`src/rtl/fifo_parity_deframer_pkg.sv`:
```
// Shared types, defaults and parity helper for the fifo parity deframer.
package fifo_parity_deframer_pkg;

    typedef enum logic {
        COLLECT = 1'b0,
        PRESENT = 1'b1
    } deframer_state_t;

    localparam int unsigned DEFRAMER_WORDS_DEFAULT = 4;

    // Widest word the parity helper accepts; narrower words are zero-extended,
    // which leaves their parity unchanged.
    localparam int unsigned PARITY_MAX_WIDTH = 64;

    // True when the XOR of all bits (payload plus parity bit) is zero.
    function automatic logic even_parity_ok(input logic [PARITY_MAX_WIDTH-1:0] word);
        return ~(^word);
    endfunction

endpackage

```
`src/rtl/fifo_parity_deframer_parity_check.sv`:
```
// Combinational even-parity check of one popped word (payload plus parity bit).
module fifo_parity_deframer_parity_check
    import fifo_parity_deframer_pkg::*;
#(
    parameter int unsigned DATA_WIDTH = 8
) (
    input  logic [DATA_WIDTH:0] data_i,
    output logic                word_ok_o
);

    // Good word: XOR over all DATA_WIDTH+1 bits is zero.
    assign word_ok_o = even_parity_ok(PARITY_MAX_WIDTH'(data_i));

endmodule

```
`src/rtl/fifo_parity_deframer.sv`:
```
// Pops parity-protected words from a fifo, packs WORDS of them into a frame and
// presents clean frames on a valid/grant handshake; frames with bad parity are
// dropped, flagged with a one-cycle pulse and counted.
module fifo_parity_deframer
    import fifo_parity_deframer_pkg::*;
#(
    parameter int unsigned DATA_WIDTH    = 8,
    parameter int unsigned WORDS         = DEFRAMER_WORDS_DEFAULT,
    parameter int unsigned ERR_CNT_WIDTH = 8
) (
    input  logic                        clk,
    input  logic                        reset,
    input  logic                        pop_valid_i,
    input  logic [DATA_WIDTH:0]         pop_data_i,
    output logic                        pop_grant_o,
    output logic                        frame_valid_o,
    output logic [WORDS*DATA_WIDTH-1:0] frame_data_o,
    input  logic                        frame_grant_i,
    output logic                        frame_error_o,
    output logic [ERR_CNT_WIDTH-1:0]    err_count_o
);

    localparam int unsigned IDX_W = $clog2(WORDS);

    deframer_state_t             state_q, state_d;
    logic [IDX_W-1:0]            idx_q, idx_d;
    logic                        err_flag_q, err_flag_d;
    logic [WORDS*DATA_WIDTH-1:0] data_q, data_d;
    logic                        frame_err_q, frame_err_d;
    logic [ERR_CNT_WIDTH-1:0]    err_cnt_q, err_cnt_d;
    logic                        word_ok;

    fifo_parity_deframer_parity_check #(
        .DATA_WIDTH (DATA_WIDTH)
    ) u_parity_check (
        .data_i    (pop_data_i),
        .word_ok_o (word_ok)
    );

    // Grant is a pure function of state, forced low while reset is asserted.
    assign pop_grant_o   = (state_q == COLLECT) && !reset;
    assign frame_valid_o = (state_q == PRESENT);
    assign frame_data_o  = data_q;
    assign frame_error_o = frame_err_q;
    assign err_count_o   = err_cnt_q;

    // Next-state: word collection, frame verdict, handshake and error counting.
    always_comb begin
        state_d     = state_q;
        idx_d       = idx_q;
        err_flag_d  = err_flag_q;
        data_d      = data_q;
        frame_err_d = 1'b0;
        err_cnt_d   = err_cnt_q;
        unique case (state_q)
            COLLECT: begin
                if (pop_valid_i) begin
                    for (int i = 0; i < int'(WORDS); i++) begin
                        if (idx_q == IDX_W'(i)) begin
                            data_d[i*DATA_WIDTH +: DATA_WIDTH] = pop_data_i[DATA_WIDTH-1:0];
                        end
                    end
                    if (idx_q == IDX_W'(WORDS - 1)) begin
                        idx_d      = '0;
                        err_flag_d = 1'b0;
                        if (err_flag_q || !word_ok) begin
                            frame_err_d = 1'b1;
                            if (err_cnt_q != '1) begin
                                err_cnt_d = err_cnt_q + 1'b1;
                            end
                        end else begin
                            state_d = PRESENT;
                        end
                    end else begin
                        idx_d      = idx_q + 1'b1;
                        err_flag_d = err_flag_q || !word_ok;
                    end
                end
            end
            PRESENT: begin
                if (frame_grant_i) begin
                    state_d = COLLECT;
                    idx_d   = '0;
                end
            end
            default: state_d = COLLECT;
        endcase
    end

    // State registers with synchronous reset; reset also clears the error count.
    always_ff @(posedge clk) begin
        if (reset) begin
            state_q     <= COLLECT;
            idx_q       <= '0;
            err_flag_q  <= 1'b0;
            data_q      <= '0;
            frame_err_q <= 1'b0;
            err_cnt_q   <= '0;
        end else begin
            state_q     <= state_d;
            idx_q       <= idx_d;
            err_flag_q  <= err_flag_d;
            data_q      <= data_d;
            frame_err_q <= frame_err_d;
            err_cnt_q   <= err_cnt_d;
        end
    end

endmodule

```
`config.mk`:
```
export PLATFORM = sky130hd
export DESIGN_NAME = fifo_parity_deframer
export DESIGN_NICKNAME = d
export VERILOG_FILES = /design/src/rtl/fifo_parity_deframer_pkg.sv /design/src/rtl/fifo_parity_deframer_parity_check.sv /design/src/rtl/fifo_parity_deframer.sv
export SDC_FILE = /design/constraint.sdc
export NUM_CORES = 1
export LEC_CHECK = 0
export BUFFER_PORTS_ARGS = -buffer_cell sky130_fd_sc_hd__buf_2
export CORE_MARGIN = 2
export CORE_UTILIZATION = 54
export DETAILED_ROUTE_END_ITERATION = 6
export PLACE_DENSITY = 0.87
export SYNTH_ARGS = -nofsm -noshare
export SYNTH_HDL_FRONTEND = slang
export SYNTH_SLANG_ARGS = --single-unit
```
`constraint.sdc`:
```
create_clock -name clk -period 6.3 [get_ports clk]
set_clock_uncertainty 0.1 [all_clocks]
set_input_delay 1.26 -clock clk [delete_from_list [all_inputs] [get_ports clk]]
set_output_delay 1.26 -clock clk [all_outputs]
set_load 0.1 [all_outputs]
```
# Word-level counts from Yosys, hierarchy flattened

Cells that the tools add are included.

Add/sub/neg operators: 2
Equality and inequality tests: 6
Mux-type cells: 11
Bitwise operators: 3
Reduce and logical (&&, ||, !) cells: 13

Operator list:

| kind                                                 | count |
|---|---|
| XOR reduction 64 bit                                 | 1 |
| AND reduction 3 bit                                  | 4 |
| adder 8 x 1 -> 8 bit (second input constant)         | 1 |
| != test 8 bit (second input constant)                | 1 |
| 2-to-1 mux 1 bit                                     | 6 |
| 2-to-1 mux 2 bit                                     | 3 |
| AND reduction 5 bit                                  | 1 |
| equality test 2 bit (second input constant)          | 2 |
| != test 2 bit (second input constant)                | 2 |
| case mux 2 bit (2 select lines)                      | 1 |
| AND reduction 2 bit                                  | 2 |
| OR reduction 4 bit                                   | 1 |
| NOT 1 bit                                            | 3 |
| adder 2 x 1 -> 2 bit (second input constant)         | 1 |
| equality test 2 x 1 -> 1 bit (second input constant) | 1 |
| zero test 2 bit                                      | 1 |
| case mux 1 bit (2 select lines)                      | 1 |
| logical AND 1 bit                                    | 1 |
| zero test 1 bit                                      | 1 |
| logical OR 1 bit                                     | 1 |

Register bits after elaboration: 45
Output and inout bits: 43
Word-level logic and storage cells: 44

# Depth between registers and ports, before layout

Gate-level depths: netlist (run 1).

Word-level depth: 6
Mapped depth: 7
Depth with buffers taken out: 6

# Modules after synthesis

A second synthesis (run 1) with hierarchy kept.

Cell total of the unflattened synthesis: 225
Area total of the unflattened synthesis: 1880.6 µm²

By module, submodules not included:

| module                            | times used | cells each | area each (µm²) | sequential area each (µm²) |
|---|---|---|---|---|
| fifo_parity_deframer              | 1          | 218        | 1805.5          | 900.9 |
| fifo_parity_deframer_parity_check | 1          | 7          | 75.1            | 0.0 |

# Least setup slack after synthesis (run 1)

No wires, ideal clock.

Path kind: input to output
From: input reset
To: output pop_grant_o
Data arrival time: 2.901 ns
Data required time: 4.940 ns
Setup slack: 2.039 ns
Stages: 3
Path buffers: 2
Cells stage by stage: clkbuf_1 > clkbuf_1 > nor2_1

Word-level cells in the longest chain between the ends: 2

RTL lines:

| what              | RTL line                   | text |
|---|---|---|
| start, declared   | fifo_parity_deframer.sv:12 | `input logic reset,` |
| zero test 1 bit   | fifo_parity_deframer.sv:41 | `assign pop_grant_o = (state_q == COLLECT) && !reset;` |
| logical AND 1 bit | fifo_parity_deframer.sv:41 |  |
| end, declared     | fifo_parity_deframer.sv:15 | `output logic pop_grant_o,` |

Every way passes these cells.

# Worst setup path after layout (run 1)

Same ends and word-level chain as after synthesis.

==> results of run 1 <==
-- layout by cell type (no fill, tap or decap), types with 2 or more instances in the layout --
cell | synthesis | final
nand2b_1 | 2 | 2
buf_2 | 1 | 55
nor2b_1 | 6 | 5
nand2_1 | 45 | 45
xnor2_1 | 2 | 2
clkinv_2 | 0 | 2
xnor3_1 | 2 | 2
a21oi_1 | 36 | 36
nor2_1 | 10 | 10
clkbuf_4 | 0 | 5
o21ai_0 | 2 | 2
nand3_1 | 28 | 28
nor3_1 | 2 | 2
or4_1 | 2 | 2
or3_1 | 2 | 2
nor4_1 | 2 | 2
ha_1 | 5 | 5
o31ai_1 | 2 | 2
mux2_2 | 3 | 3
inv_1 | 2 | 2
dfxtp_1 | 45 | 45
a22oi_1 | 2 | 2
-- logic make-up after synthesis --
group	after synthesis	share of synthesized area, %
buffers and inverters	15	3.26
AND/OR/NAND/NOR	103	25.3
adder cells (fa/ha/maj)	5	3.32
multiplexers	5	3.12
AO/OA/AOI/OAI	46	13.4
XOR/XNOR	5	3.79
flip-flops	45	47.9
-- stage by stage --
stage                     instance area [sq um]  setup WS, ns  hold slack (ns)  total power (uW)  cells
final                                      2220          2.66            0.361               553    321
after detailed placement                   2170          2.66            0.344               426    313
after floorplan                            1880          2.04            0.418               405    224
after global routing                       2220          2.55            0.377               580    321
after CTS                                  2220          2.65            0.361               555    321
after global placement                     2170          2.66            0.342               424    313
-- report_power, final --
group | switching, uW | internal, uW
logic | 93.4 | 28.1
clock network | 90.1 | 42.6
registers | 4.95 | 294
-- state kept, by name (all words and copies together) (netlist names) --
signal,flops
frame_valid_o,1
err_count_o,8
idx_q,2
err_flag_q,1
frame_data_o,32
frame_error_o,1
-- layer usage --
| metal | track usage, % | vias up | wire, microns |
|---|---|---|---|
| met5 | 0 | - | 0 |
| met4 | 6.67 | 0 | 31 |
| met3 | 5.23 | 4 | 244 |
| met2 | 34.8 | 57 | 1900 |
| met1 | 27.6 | 793 | 1810 |
| li1 | - | 871 | - |
-- worst max-delay path by stage --
| stage | startpoint | endpoint | slack [ns] | depth (start not counted) |
|---|---|---|---|---|
| after floorplan | reset | pop_grant_o | 2.04 | 3 |
| after global placement | reset | pop_grant_o | 2.66 | 3 |
| after detailed placement | reset | pop_grant_o | 2.66 | 3 |
| after CTS | reset | pop_grant_o | 2.65 | 3 |
| after global routing | reset | pop_grant_o | 2.55 | 3 |
| final | reset | pop_grant_o | 2.66 | 3 |
-- area by class of cell --
| type | instances | area [sq um] |
|---|---|---|
| multi-input combinational | 164 | 922 |
| clock buffer | 6 | 41.3 |
| timing repair buffer | 56 | 283 |
| sequential | 45 | 901 |
| inverter | 2 | 7.51 |
| fill | 310 | 1110 |
| tap | 46 | 57.6 |
| clock inverter | 2 | 10.0 |
-- critical path, stage by stage --
cell    delay, ns
buf_2        0.63
nor2_1       0.07
buf_2        0.32
==> metrics.txt, run 1 <==
worst skew pair latency=0.35 ns; Inserted Clock Buffers=5; RSZ-0062 raised after global routing=false; Resized Gates After CTS=0; maxcap violations=0; Area Growth Syn to Fin=18.1%; share of the synthesized area in the top cell type=47.9%; Worst R2R Path Depth=6; ANT cells=0; Synth area leaders=dfxtp_1 48%, a21oi_1 9.6%, nand2_1 9.0%; port bufs=55; Synth Register Bits=45; asr flop ratio synth=0%; Worst Path Arrival=2.28 ns; initial antenna violation count=0; final worst-path cycle share=57.8%; Final Hold Fails=0; Post-CTS Setup Inserts=0; PD cells=249 nW/um^2; hold_buf cts=0; Setup CP Type=input port to output port; first-pass iteration count of the detailed router=4; GRT overflow=0; layout cells sized above 1=25.1%; Max IR drop VDD=0.0969 mV; setup TNS=0 ns; Routed WL=3980 microns; Slew HR=45.1%; number of global-route vias before repair=1492; element type at the critical path end=output port; Hold Crit Class=register to register; DR vias=1725; first-pass GRT wire length=6720 microns; cell count after synthesis=224; hold path endpoint=frame_data_o[21]; post-synth design cell area=1880 sq um; Pins Over Slew Limit=0; CTS tree=done; placed wire-length estimate=2770 microns; Yosys top cell by area=dfxtp_1; syn_area_per_cell=8.40 sq um; Clock Tree Buf Depth=2; DRT antenna net count=0; Slew @ Worst Pin=0.823 ns; clk slew on worst S/H paths=0.12 ns; H-Tree Depth=2; min-delay src=frame_data_o[21]; worst r2r src=idx_q[0]; EDFF count, synth=0; area of the core=3340 sq um; Crit Path Max Fanout=50; final core occ=66.6%; Distinct cells, synth=34; die height=63.0 microns; minimum clock period=3.64 ns; top cells by count, synth=45 x dfxtp_1, 45 x nand2_1, 36 x a21oi_1; Synthesized Nets=242; fmax=274 MHz; Die W=63.0 microns; Hold Path Stages=2; Leak=0.000959 uW; startpoint types=input port; post-synthesis sequential area ratio=47.9%; DR DRC count=0; Final Wtd Congestion=0.771; DR WL/cell=12.4 microns; # rows=21; Die Footprint=3970 sq um; Most used DFF post-synth=dfxtp_1; status=finished, final reports clean; WP data required=4.94 ns; Critical R2R Capture=err_count_o[7]; GRT Total Usage=21.3%; final setup fails=0; synth warn=0; number of I/O pins=56; Vias/cell=5.37; CTS sink cnt=45; largest net degree at the start of global routing=51; Root Buffer=clkbuf_4; Starting Density=56.4%; R2R Setup Slk=3.97 ns; # nets final=292; DRT iter0 DRCs=175
No activity file was read; power rests on OpenSTA's default activity.
==> run 2, diff against run 1 <==
--- a/config.mk
+++ b/config.mk
@@ -7,9 +7,9 @@
 export LEC_CHECK = 0
 export BUFFER_PORTS_ARGS = -buffer_cell sky130_fd_sc_hd__buf_2
 export CORE_MARGIN = 2
-export CORE_UTILIZATION = 54
+export CORE_UTILIZATION = 50
 export DETAILED_ROUTE_END_ITERATION = 6
-export PLACE_DENSITY = 0.87
+export PLACE_DENSITY = 0.82
 export SYNTH_ARGS = -nofsm -noshare
 export SYNTH_HDL_FRONTEND = slang
 export SYNTH_SLANG_ARGS = --single-unit
==> constraint.sdc (replaced) <==
create_clock -name clk -period 3.6 [get_ports clk]
set_clock_uncertainty 0.1 [all_clocks]
set_input_delay 0.72 -clock clk [delete_from_list [all_inputs] [get_ports clk]]
set_output_delay 0.72 -clock clk [all_outputs]
set_load 0.1 [all_outputs]
==> run 2 against run 1 <==
  * Flip-flop and latch count did not move
  * Die area rose by 7.5%
  * Sequential share of layout area fell by 0.74 points
  * Final area rose by 1.9%
  * Clock power rose by 120%
  * Utilization fell by 4.3 points
  * Setup slack got worse by 1.5 ns
  * Worst hold slack got worse by 0.0079 ns
  * Count of clock-buffer cells in the layout did not move
  * Critical path depth rose by 3
  * Power rose by 87%
  * Critical path type is now input port to register
  * Wire length rose by 6.0%
  * Critical endpoint is now err_count_o[5]
==> metrics.txt, run 2 (synthesis results as in run 1) <==
element type at the critical path end=register; Inserted Clock Buffers=5; DRT iter0 DRCs=178; Final Wtd Congestion=0.798; final setup fails=0; GRT Total Usage=21.0%; Worst Setup Slack, final=1.12 ns; first-pass GRT wire length=6990 microns; largest net degree at the start of global routing=50; WHS=0.353 ns; CTS sink cnt=45; PD cells=456 nW/um^2; peak per-stage delay on the critical path=0.45 ns; ANT cells=0; Setup CP Type=input port to register; final core occ=62.3%; most common cell after layout, fill and taps aside=buf_2; # nets final=293; Routed WL=4220 microns; post-layout instance area=2260 sq um; startpoint types=input port; die height=65.4 microns; Die Footprint=4270 sq um; status=finished, final reports clean; Max IR drop VDD=0.330 mV; Crit Path Max Fanout=14; WP data required=3.69 ns; placed wire-length estimate=2910 microns; Final Hold Fails=0; worst skew pair latency=0.29 ns; Die W=65.4 microns; CP max-delay cell=xnor3_1; Placement Cell Area=2180 sq um; Area Growth Syn to Fin=20.3%; area of the multi-input gates=922 sq um; Slew HR=54.4%; # rows=22; final worst-path cycle share=69.0%; DR DRC count=0; Worst R2R Path Depth=6; layout cells sized above 1=25.4%; CTS tree=done; number of flip-flops under the largest register name=32; area of the core=3630 sq um; Root Buffer=clkbuf_8; maxcap violations=0; crit path cell chain=buf_2 > xor2_1 > xnor3_1 > mux2_4 > nor4_1 > mux2_2; setup TNS=0 ns; # fillers=349; hold_buf cts=0; Post-CTS Setup Inserts=0; GRT overflow=0; Pins Over Slew Limit=0; minimum clock period=2.48 ns; number of I/O pins=56; DR WL/cell=13.0 microns; Resized Gates After CTS=0; Storage cell area=901 sq um; clk slew on worst S/H paths=0.07 ns; fmax=403 MHz; H-Tree Depth=2; initial antenna violation count=0; Leak=0.000976 uW; DRT antenna net count=0; Clock Tree Buf Depth=2; Vias/cell=5.30; DR vias=1717; Worst Path Arrival=2.57 ns; Hold Path Stages=2; most frequent cells in the layout=55 x buf_2, 45 x nand2_1, 45 x dfxtp_1; number of global-route vias before repair=1575; Place WS=0.822 ns; port bufs=55; Slew @ Worst Pin=0.680 ns; Hold Crit Class=register to register; Starting Density=51.8%; RSZ-0062 raised after global routing=false; first-pass iteration count of the detailed router=4
-- run 2: changes by cell type in the layout (fill, tap and decap cells not counted) --
| cell | change |
|---|---|
| buf_4 | +1 |
| clkbuf_4 | -5 |
| clkbuf_8 | +5 |
-- run 2: final cells by class --
cell class              instances  area share (%)
clock buffers                   6            3.21
clock inverters                 2           0.442
inverters                       2           0.332
multi-input cells             164            40.7
flip-flops and latches         45            39.8
well taps                      48            2.65
repair buffers                 57            12.8
-- run 2: critical path, delay by kind of cell --
family	cells	cell delay, ns
muxes	2	0.75
xor gates and xnor gates	2	0.64
and+or+nand+nor	1	0.31
buffers and inverters	1	0.14
-- run 2: final timing paths --
path | from | endpoint | slack [ns]
worst max-delay path | pop_data_i[3] | err_count_o[5] | 1.12
worst min-delay path | frame_data_o[28] | frame_data_o[28] | 0.35
worst max register to register | idx_q[0] | err_count_o[7] | 1.28
worst min register to register | frame_data_o[28] | frame_data_o[28] | 0.35
-- run 2: per-stage QoR --
stage | power (uW) | cells
floorplan | 709 | 224
global placement | 745 | 316
detailed placement | 748 | 316
CTS | 1040 | 324
global route | 1080 | 324
finish | 1030 | 324
-- run 2: routing by layer --
metal / routed length (microns) / track usage (%) / part of all wire, % / vias to the layer above
met5: 0 / 0 / 0 / -
li1: - / - / - / 870
met3: 328 / 6.85 / 7.8 / 2
met2: 1990 / 36.6 / 47 / 67
met1: 1880 / 25.2 / 44 / 778
met4: 27 / 4.69 / 0.64 / 0
-- run 2: power breakdown --
| part | switching, uW | leakage (uW) | internal, uW |
|---|---|---|---|
| Clock | 160 | 0.0000450 | 134 |
| Sequential | 8.80 | 0.000365 | 513 |
| Combinational | 166 | 0.000567 | 50.0 |
| Total | 335 | 0.000976 | 698 |
==> run 3, diff against run 2 <==
--- a/config.mk
+++ b/config.mk
@@ -7,9 +7,9 @@
 export LEC_CHECK = 0
 export BUFFER_PORTS_ARGS = -buffer_cell sky130_fd_sc_hd__buf_2
 export CORE_MARGIN = 2
-export CORE_UTILIZATION = 50
+export CORE_UTILIZATION = 45
 export DETAILED_ROUTE_END_ITERATION = 6
-export PLACE_DENSITY = 0.82
+export PLACE_DENSITY = 0.78
 export SYNTH_ARGS = -nofsm -noshare
 export SYNTH_HDL_FRONTEND = slang
 export SYNTH_SLANG_ARGS = --single-unit
==> constraint.sdc (replaced) <==
create_clock -name clk -period 2.2 [get_ports clk]
set_clock_uncertainty 0.1 [all_clocks]
set_input_delay 0.44 -clock clk [delete_from_list [all_inputs] [get_ports clk]]
set_output_delay 0.44 -clock clk [all_outputs]
set_load 0.1 [all_outputs]
==> run 3 against run 2 <==
  * Cell count up 4.9%
  * Die area up 10%
  * Global-route usage down 1.1 points
  * Non-clock buffer count up 14
  * Critical path type unchanged
  * Sequential share of layout area down 2.5 points
  * Flip-flop and latch count unchanged
  * Critical path depth unchanged
  * Combinational power up 81%
  * Utilization down 1.3 points
  * Via count up 2.4%
  * Largest cell class unchanged
==> metrics.txt, run 3 (synthesis results as in run 1) <==
element type at the critical path end=register; GRT Total Usage=20.0%; Vias/cell=5.17; PD cells=776 nW/um^2; DRT antenna net count=0; R2R Setup Slk=0.14 ns; Die W=68.7 microns; # nets final=307; worst setup path end=err_count_o[5]; Placement Cell Area=2320 sq um; Area Growth Syn to Fin=29.7%; largest net degree at the start of global routing=50; GRT overflow=0; fmax=475 MHz; Crit Path Max Fanout=8; Clock Tree Buf Depth=2; DR vias=1758; Final Hold Fails=0; Worst R2R Path Depth=6; maxcap violations=0; CTS tree=done; Die Footprint=4710 sq um; final core occ=61.0%; Slew HR=57.4%; sw frac=30.2%; minimum clock period=2.11 ns; number of global-route vias before repair=1594; Worst Path Arrival=2.20 ns; placed wire-length estimate=3250 microns; number of flip-flops under the largest register name=32; most frequent cells in the layout=54 x buf_2, 45 x nand2_1, 38 x dfxtp_1; first-pass GRT wire length=6980 microns; final worst-path cycle share=95.7%; DR WL/cell=13.0 microns; post-layout instance area=2440 sq um; setup TNS=0 ns; Starting Density=47.0%; CTS sink cnt=45; port bufs=55; Post-CTS Setup Inserts=0; Final Wtd Congestion=0.827; hold_buf cts=0; area of the core=4000 sq um; status=finished, final reports clean; WP data required=2.29 ns; number of I/O pins=56; Inserted Clock Buffers=5; Power Internal=1320 uW; Metal-1 WL=2020 microns; Setup CP Type=input port to register; ANT cells=0; Pins Over Slew Limit=0; DRT iter0 DRCs=122; clk slew on worst S/H paths=0.08 ns; met3 WL=321 microns; first-pass iteration count of the detailed router=4; startpoint types=input port; Slew @ Worst Pin=0.634 ns; RSZ-0062 raised after global routing=false; worst r2r src=idx_q[0]; Max IR drop VDD=0.336 mV; Clock power frac=34.3%; Resized Gates After CTS=0; H-Tree Depth=2; Worst setup startpoint=pop_data_i[7]; metal2 WL=2010 microns; # rows=23; initial antenna violation count=0; register share of total power=45.1%; Hold Crit Class=register to register; WHS=0.353 ns; DR DRC count=0; die height=68.7 microns; Critical R2R Capture=err_count_o[7]; most common cell after layout, fill and taps aside=buf_2; layout cells sized above 1=32.4%; Routed WL=4420 microns; Leak=0.00107 uW; final setup fails=0; max layer used=met4; Root Buffer=clkbuf_8; switching pwr=573 uW; worst skew pair latency=0.30 ns; Comb pwr share=20.6%
run 3: critical path, stage by stage:
cell and delay (ns):
buf_2 0.11, xnor2_1 0.25, xnor3_1 0.38, mux2_4 0.36, nor4_1 0.31, mux2_2 0.36
run 3: metal layers:
metal	vias to the layer above	global-route usage, %
li1	900	-
met1	784	25.2
met2	68	31.5
met3	6	5.52
met4	0	9.25
met5	-	0
run 3: worst min path at each step:
stage | from | endpoint | slack, ns | cells after the start
2_1_floorplan | idx_q[1] | idx_q[1] | 0.42 | 2
3_3_place_gp | frame_data_o[11] | frame_data_o[11] | 0.34 | 2
3_5_place_dp | frame_data_o[22] | frame_data_o[22] | 0.35 | 2
4_1_cts | frame_grant_i | frame_valid_o | 0.34 | 4
5_1_grt | frame_grant_i | frame_valid_o | 0.36 | 4
6_report | frame_data_o[12] | frame_data_o[12] | 0.35 | 2
run 3: final cells by class:
cell class	count	area (sq um)
clock inverter	2	37.5
inverter	2	7.51
timing repair buffer	71	410
clock buffer	6	82.6
sequential	45	910
multi-input combinational	164	930
fill	389	1560
tap	50	62.6
run 3: stage by stage:
step / power, uW / setup slack (ns) / std cells
global placement: 1260 / -0.209 / 332
finish: 1890 / 0.0947 / 340
global route: 1960 / 0.00136 / 340
floorplan: 1160 / -0.0257 / 224
detailed placement: 1260 / -0.213 / 332
CTS: 1910 / 0.100 / 340
run 3: power by group through the flow:
stage | Combinational, uW | Clock, uW | Sequential, uW
finish | 390 | 649 | 855
global route | 416 | 690 | 858
CTS | 391 | 662 | 855
detailed placement | 390 | 0 | 874
global placement | 387 | 0 | 872
floorplan | 146 | 0 | 1020
